## config.mk

```make
export PLATFORM = sky130hd
export DESIGN_NAME = alu_result_tx
export DESIGN_NICKNAME = d
export VERILOG_FILES = /design/src/rtl/alu_result_tx.sv
export SDC_FILE = /design/constraint.sdc
export NUM_CORES = 1
export LEC_CHECK = 0
export ABC_AREA = 1
export BUFFER_PORTS_ARGS = -buffer_cell sky130_fd_sc_hd__buf_2
export CAP_MARGIN = 25
export CORE_MARGIN = 5
export CORE_UTILIZATION = 50
export DETAILED_ROUTE_END_ITERATION = 6
export GPL_TIMING_DRIVEN = 0
export HOLD_SLACK_MARGIN = 0.03
export PLACE_DENSITY = 0.74
export SLEW_MARGIN = 20
export SYNTH_ARGS = -nofsm -noshare
export SYNTH_HDL_FRONTEND = slang
export SYNTH_SLANG_ARGS = --single-unit
```

## constraint.sdc

```tcl
create_clock -name clk -period 0.9 [get_ports clk]
set_clock_uncertainty 0.15 [all_clocks]
set_input_delay 0.135 -clock clk [delete_from_list [all_inputs] [get_ports clk]]
set_output_delay 0.135 -clock clk [all_outputs]
set_load 0.02 [all_outputs]
```

## src/rtl/alu_result_tx.sv

```systemverilog
// ALU result transmitter: buffers {carry,res} in a small FIFO and ships each result
// to the host as two bytes over a 4-phase strobe/acknowledge link.
module alu_result_tx #(
    parameter int FIFO_DEPTH  = 2,
    parameter int SYNC_STAGES = 2
) (
    input  logic       clk,
    input  logic       rst_n,
    input  logic       res_valid,
    output logic       res_ready,
    input  logic [9:0] res_d,
    input  logic       carry_d,
    output logic [7:0] out_data,
    output logic       out_stb,
    input  logic       ack_in,
    output logic       busy,
    output logic [3:0] seq
);
    localparam int PW = (FIFO_DEPTH > 1) ? $clog2(FIFO_DEPTH) : 1;
    localparam int CW = $clog2(FIFO_DEPTH + 1);

    typedef enum logic [1:0] {IDLE, STB_HI, STB_LO} state_t;

    logic [1:0]             r_rst_sync;
    logic                   w_rst_n;
    logic [SYNC_STAGES-1:0] r_ack_sync;
    logic                   w_ack_s;
    logic [10:0]            r_mem [FIFO_DEPTH];
    logic [PW-1:0]          r_wr_ptr, r_rd_ptr;
    logic [CW-1:0]          r_count;
    logic                   w_push, w_pop;
    state_t                 r_state;
    logic [10:0]            r_hold;
    logic                   r_byte_idx;
    logic [7:0]             r_out_data;
    logic                   r_out_stb;
    logic [3:0]             r_seq;

    // Assertion is asynchronous; release is retimed so all state leaves reset on one edge.
    always_ff @(posedge clk or negedge rst_n) begin
        if (!rst_n) r_rst_sync <= '0;
        else        r_rst_sync <= {r_rst_sync[0], 1'b1};
    end
    assign w_rst_n = r_rst_sync[1];

    always_ff @(posedge clk or negedge rst_n) begin
        if (!rst_n) r_ack_sync <= '0;
        else        r_ack_sync <= {r_ack_sync[SYNC_STAGES-2:0], ack_in};
    end
    assign w_ack_s = r_ack_sync[SYNC_STAGES-1];

    assign res_ready = (r_count != CW'(FIFO_DEPTH));
    assign w_push    = res_valid && res_ready;
    // Holding off while ack_s is still high keeps the strobe from rising into a stale ack.
    assign w_pop     = (r_state == IDLE) && (r_count != '0) && !w_ack_s;

    always_ff @(posedge clk) begin
        if (w_push) r_mem[r_wr_ptr] <= {carry_d, res_d};
    end

    always_ff @(posedge clk or negedge w_rst_n) begin
        if (!w_rst_n) begin
            r_wr_ptr <= '0;
            r_rd_ptr <= '0;
            r_count  <= '0;
        end else begin
            if (w_push) r_wr_ptr <= (r_wr_ptr == PW'(FIFO_DEPTH - 1)) ? '0 : r_wr_ptr + 1'b1;
            if (w_pop)  r_rd_ptr <= (r_rd_ptr == PW'(FIFO_DEPTH - 1)) ? '0 : r_rd_ptr + 1'b1;
            case ({w_push, w_pop})
                2'b10:   r_count <= r_count + 1'b1;
                2'b01:   r_count <= r_count - 1'b1;
                default: r_count <= r_count;
            endcase
        end
    end

    always_ff @(posedge clk or negedge w_rst_n) begin
        if (!w_rst_n) begin
            r_state    <= IDLE;
            r_hold     <= '0;
            r_byte_idx <= 1'b0;
            r_out_data <= '0;
            r_out_stb  <= 1'b0;
            r_seq      <= '0;
        end else begin
            case (r_state)
                IDLE: begin
                    if (w_pop) begin
                        r_hold     <= r_mem[r_rd_ptr];
                        r_out_data <= r_mem[r_rd_ptr][7:0];
                        r_out_stb  <= 1'b1;
                        r_byte_idx <= 1'b0;
                        r_state    <= STB_HI;
                    end
                end
                STB_HI: begin
                    if (w_ack_s) begin
                        r_out_stb <= 1'b0;
                        r_state   <= STB_LO;
                    end
                end
                STB_LO: begin
                    if (!w_ack_s) begin
                        if (!r_byte_idx) begin
                            r_out_data <= {r_seq, 1'b0, r_hold[10], r_hold[9:8]};
                            r_out_stb  <= 1'b1;
                            r_byte_idx <= 1'b1;
                            r_state    <= STB_HI;
                        end else begin
                            r_seq   <= r_seq + 1'b1;
                            r_state <= IDLE;
                        end
                    end
                end
                default: r_state <= IDLE;
            endcase
        end
    end

    assign out_data = r_out_data;
    assign out_stb  = r_out_stb;
    assign seq      = r_seq;
    assign busy     = (r_count != '0) || (r_state != IDLE);
endmodule

```

Yosys cells after proc, flatten, opt, wreduce, memory -nomap -nowiden:

Memory sizes are Yosys's and may differ from the RTL's.
Cells that the tools add are included.

* RAM bits: 22
* memories: 1
* logic and storage cells: 66
* register bits: 35
* output and inout bits: 15

* mux-type cells: 22
* reduce and logical (&&, ||, !) cells: 17
* $add $sub $neg: 5
* bitwise logic cells: 1
* equal/unequal tests: 9

Memory list
* r_mem: depth 2, width 11, rd ports 1, clocked after memory_dff 0, wr ports 1, line 28 `logic [10:0] r_mem [FIFO_DEPTH];`

Operator list (count)
* $mux 8: 3
* $pmux 8 s2: 1
* $mux 1: 11
* $ne 2x2->1 const B: 5
* $reduce_and 3->1: 3
* $reduce_bool 2->1: 4
* $mux 2: 3
* $pmux 2 s3: 1
* $reduce_and 5->1: 1
* $add 4x1->4 const B: 1
* $eq 2x1->1 const B: 2
* $eq 2x2->1 const B: 2
* $pmux 2 s2: 1
* $reduce_and 4->1: 1
* $logic_and 1x1->1: 3
* $pmux 1 s3: 1
* $reduce_bool 3->1: 1
* $add 1x1->1 const B: 2
* $add 2x1->2 const B: 1
* $logic_not 2->1: 1
* $pmux 1 s2: 1
* $reduce_and 2->1: 1
* $sub 2x1->2 const B: 1
* $logic_not 1->1: 1
* other kinds (2): 2

Longest topological paths before layout:

* depth in word-level cells: 5
* gate-level depth with buffers: 7
* gate-level depth less buffers: 7

Worst setup path before layout:

OpenSTA, ideal clock, no wires.

* kind: reg-to-reg
* from: reg r_count[0]
* to: mem r_mem[1][0], enable pin
* data arrival time: 1.293 ns
* cell stages (with the launch flop): 5
* clock period less this slack: 1.823 ns
* library setup time: 0.380 ns
* slack: -0.923 ns
* path through: dfrtp_1 inv_1 nand2_1 nand2_1 nor2_1

* word-level cells in the longest chain between the ends: 4

Ends and longest elaborated chain
* start, declared: line 30 `logic [CW-1:0] r_count;`
* start signal, assigned: line 70 `2'b10: r_count <= r_count + 1'b1;`
* start signal, assigned: line 71 `2'b01: r_count <= r_count - 1'b1;`
* start signal, assigned: line 72 `default: r_count <= r_count;`
* $ne 2x2->1: line 52 `assign res_ready = (r_count != CW'(FIFO_DEPTH));`
* net res_ready: line 10 `output logic res_ready,`
* $logic_and 1x1->1: line 53 `assign w_push = res_valid && res_ready;`
* $mux 1: line 58 `if (w_push) r_mem[r_wr_ptr] <= {carry_d, res_d};`
* $mux 1 (implied by the code): line 58
* end, declared: line 28

The timed path passes the listed nets, and every way through them passes these cells.

Worst setup path after layout:

* from: reg r_state[1]
* to: out busy

* word-level cells in the longest chain between the ends: 2

Ends and longest elaborated chain
* start, declared: line 32 `state_t r_state;`
* start signal, assigned: line 79 `r_state <= IDLE;`
* start signal, assigned: line 93 `r_state <= STB_HI;`
* start signal, assigned: line 99 `r_state <= STB_LO;`
* $reduce_bool 2->1: line 123 `assign busy = (r_count != '0) || (r_state != IDLE);`
* $logic_or 1x1->1: line 123
* end, declared: line 16 `output logic busy,`

Every way passes these cells.

==> results.sh <==
export IMPL_die_area_um2=5530
export IMPL_synth_area_per_cell_um2=10.3
export IMPL_ctsHtreeMaxLevel=2
export IMPL_place_area_um2=2310
export IMPL_final_setup_worst_slack_ps=-628
export IMPL_yosysWarningCount=0
export IMPL_rsz0062_at_grt="true"
export IMPL_grt_pass1_vias=1620
export IMPL_fin_crit_ps=1530
export IMPL_crit_chain="nor2_4, buf_4, nand2_4, buf_6"
export IMPL_gp_congestion=0.831
export IMPL_synth_edff_count=22
export IMPL_power_density_nw_per_um2=3410
export IMPL_drt_vias_per_instance=4.79
export IMPL_cts_tree="built"
export IMPL_wl_per_cell_um=13.7
export IMPL_yosysUniqueCellTypes=28
export IMPL_grt_max_degree=24
export IMPL_period_share_pct=170
export IMPL_start_util_pct=51.8
export IMPL_clock_latency_ps=300
export IMPL_drc=0
export IMPL_netlist_top_cell_by_area="dfrtp_1"
export IMPL_yosys_area_top_type_share_pct=32.6
export IMPL_min_path_type="in2async"
export IMPL_cts_buffers=5
export IMPL_async_flop_share_pct=55.1
export IMPL_path_class="reg2out"
export IMPL_core_area_um2=4000
export IMPL_fin_cells=333
export IMPL_clkTransAtPathRegs_ps=90
export IMPL_placedCellCount=281
export IMPL_hold_buffers=13
export IMPL_drtAntennaViolNets=0
export IMPL_synth_most_common_cell="nand2_1"
export IMPL_grtUsageTotal_pct=18.2
export IMPL_pre_cts_slack_ps=-815
export IMPL_outcome="finished with violations"
export IMPL_drive_gt1_share_pct=41.3
export IMPL_violations="setup timing"
export IMPL_num_vias=1596
export IMPL_hpwl_um=2470
export IMPL_antenna_found_initial=0
export IMPL_grt_overflow_total=0
export IMPL_finalInstanceArea_um2=3090
export IMPL_drt_iter0_drc=152
export IMPL_critical_path_required_ps=610
export IMPL_cts_sinks=49
export IMPL_root_buffer="clkbuf_8"
export IMPL_cp_slowest_cell="dfrtp_2"
export IMPL_synthTopCellsByCount="nand2_1, dfrtp_1, edfxtp_1, inv_1, nand3_1"
export IMPL_final_hold_viol_count=0
export IMPL_routed_wl_um=4550
export IMPL_first_pass_iters=4
export IMPL_diodes=0
export IMPL_synth_seq_cells=49
export IMPL_end_kind="output pin"
export IMPL_clockBufferDepth=2
export IMPL_synth_area_leaders="dfrtp_1, edfxtp_1, nand2_1"
export IMPL_cp_max_fo=5
export IMPL_critical_path_max_stage_delay_ps=430
export IMPL_synth_flop_cell="dfrtp_1"
export IMPL_synth_fp_nets=219
export IMPL_row_count=23
export IMPL_slew_viol_final=0
export IMPL_synth_seq_area_share_pct=64.5
export IMPL_setup_viol=60
export IMPL_syn_inst=202
export IMPL_ioPinCount=30
export IMPL_worstSetupStartpointType="flip-flop"
export IMPL_die_x_um=74.4
export IMPL_max_freq_mhz=654
export IMPL_die_height_um=74.4
export IMPL_layout_nets=299
export IMPL_ir_drop_mv=2.07
export IMPL_drv_cap=0
export IMPL_crit_arrival_ps=1240
export IMPL_p_leak_uw=0.00145
export IMPL_grt_first_pass_wirelength_um=7470
export IMPL_area_growth_synth_to_final_pct=48.9
export IMPL_syn_area_um2=2070
export IMPL_port_buffers=29
## report_power, final
part           total, µW  internal, µW  switching, µW  leakage (µW)
clock network       1250           538            715     0.0000455
logic               5600          2670           2930      0.000878
registers           3670          3140            529      0.000524
## cells by family after synthesis
group | synth area share (%)
AND/OR/NAND/NOR | 23.8
flip-flops | 64.5
buffers and inverters | 4.77
AO/OA/AOI/OAI | 3.44
XOR/XNOR | 2.11
adder cells (fa/ha/maj) | 1.21
other | 0.181
## per-layer routing
layer | part of all wire (%) | GRT usage [%] | up-vias
met5 | 0 | 0 | -
met4 | 2.2 | 7.51 | 0
met3 | 3.6 | 4.05 | 9
met2 | 53 | 33.2 | 37
met1 | 41 | 20.5 | 750
li1 | - | - | 800
## placed cells by master, fill, tap and decap left out, drive strengths merged, types with 7 or more instances in the layout
master | synthesis | layout
buf | 1 | 59
clkbuf | 1 | 7
dfrtp | 27 | 27
dlygate4sd3 | 0 | 13
edfxtp | 22 | 22
inv | 24 | 23
nand2 | 79 | 79
nand3 | 12 | 13
nor2 | 8 | 8
o21ai | 9 | 9
## worst paths after layout
| kind | startpoint | endpoint | slack [ps] | cells past startpoint |
|---|---|---|---|---|
| worst max-delay path | r_state[1] | busy | -630 | 4 |
| worst min-delay path | rst_n | r_rst_sync[1] | 9 | 2 |
| worst max register to register | r_state[1] | r_count[1] | -620 | 7 |
| worst min register to register | r_rst_sync[1] | seq[3] | 90 | 0 |
| max in group asynchronous | r_rst_sync[1] | r_count[1] | 140 | 0 |
| min in group clk | res_valid | r_wr_ptr | 30 | 3 |
## worst max-delay path, delay by kind of cell, from the launching register on
kind | cells | cell delay (ps)
buf+inv | 2 | 280
simple gates | 2 | 230
flops | 1 | 430
## sequential cells by signal, indices dropped and copies added (netlist names)
name        flops
r_state         2
out_stb         1
r_ack_sync      2
out_data        8
r_wr_ptr        1
r_rd_ptr        1
r_rst_sync      2
r_mem          22
r_hold          3
r_count         2
seq             4
r_byte_idx      1
## final cells by class
| type | instances | area (µm²) |
|---|---|---|
| Clock inverter | 3 | 17.5 |
| Inverter | 24 | 108 |
| Sequential cell | 49 | 1350 |
| Tap cell | 50 | 62.6 |
| Clock buffer | 5 | 68.8 |
| Buffer | 2 | 18.8 |
| Multi-Input combinational cell | 128 | 808 |
| Fill cell | 259 | 913 |
| Timing Repair Buffer | 72 | 656 |
## metrics by stage
| stage | util (%) | total power, µW | TNS [ps] | hold slack (ps) |
|---|---|---|---|---|
| 6_report | 77.2 | 10500 | -25080 | 9.43 |
| 5_1_grt | 77.2 | 11200 | -27590 | -0.608 |
| 4_1_cts | 73.4 | 9830 | -24300 | -51.3 |
| 3_5_place_dp | 57.7 | 6930 | -32050 | -208 |
| 3_3_place_gp | 57.7 | 6840 | -31350 | -211 |
| 2_1_floorplan | - | 6050 | -20850 | -311 |
## what timing repair did
action	4_1_cts	5_1_grt
pin swaps	11	11
resized for setup	61	17
setup endpoints to repair	83	60
setup buffers	22	9
hold endpoints to repair	28	4
gates cloned	1	1
No activity file was read; power rests on OpenSTA's default activity.
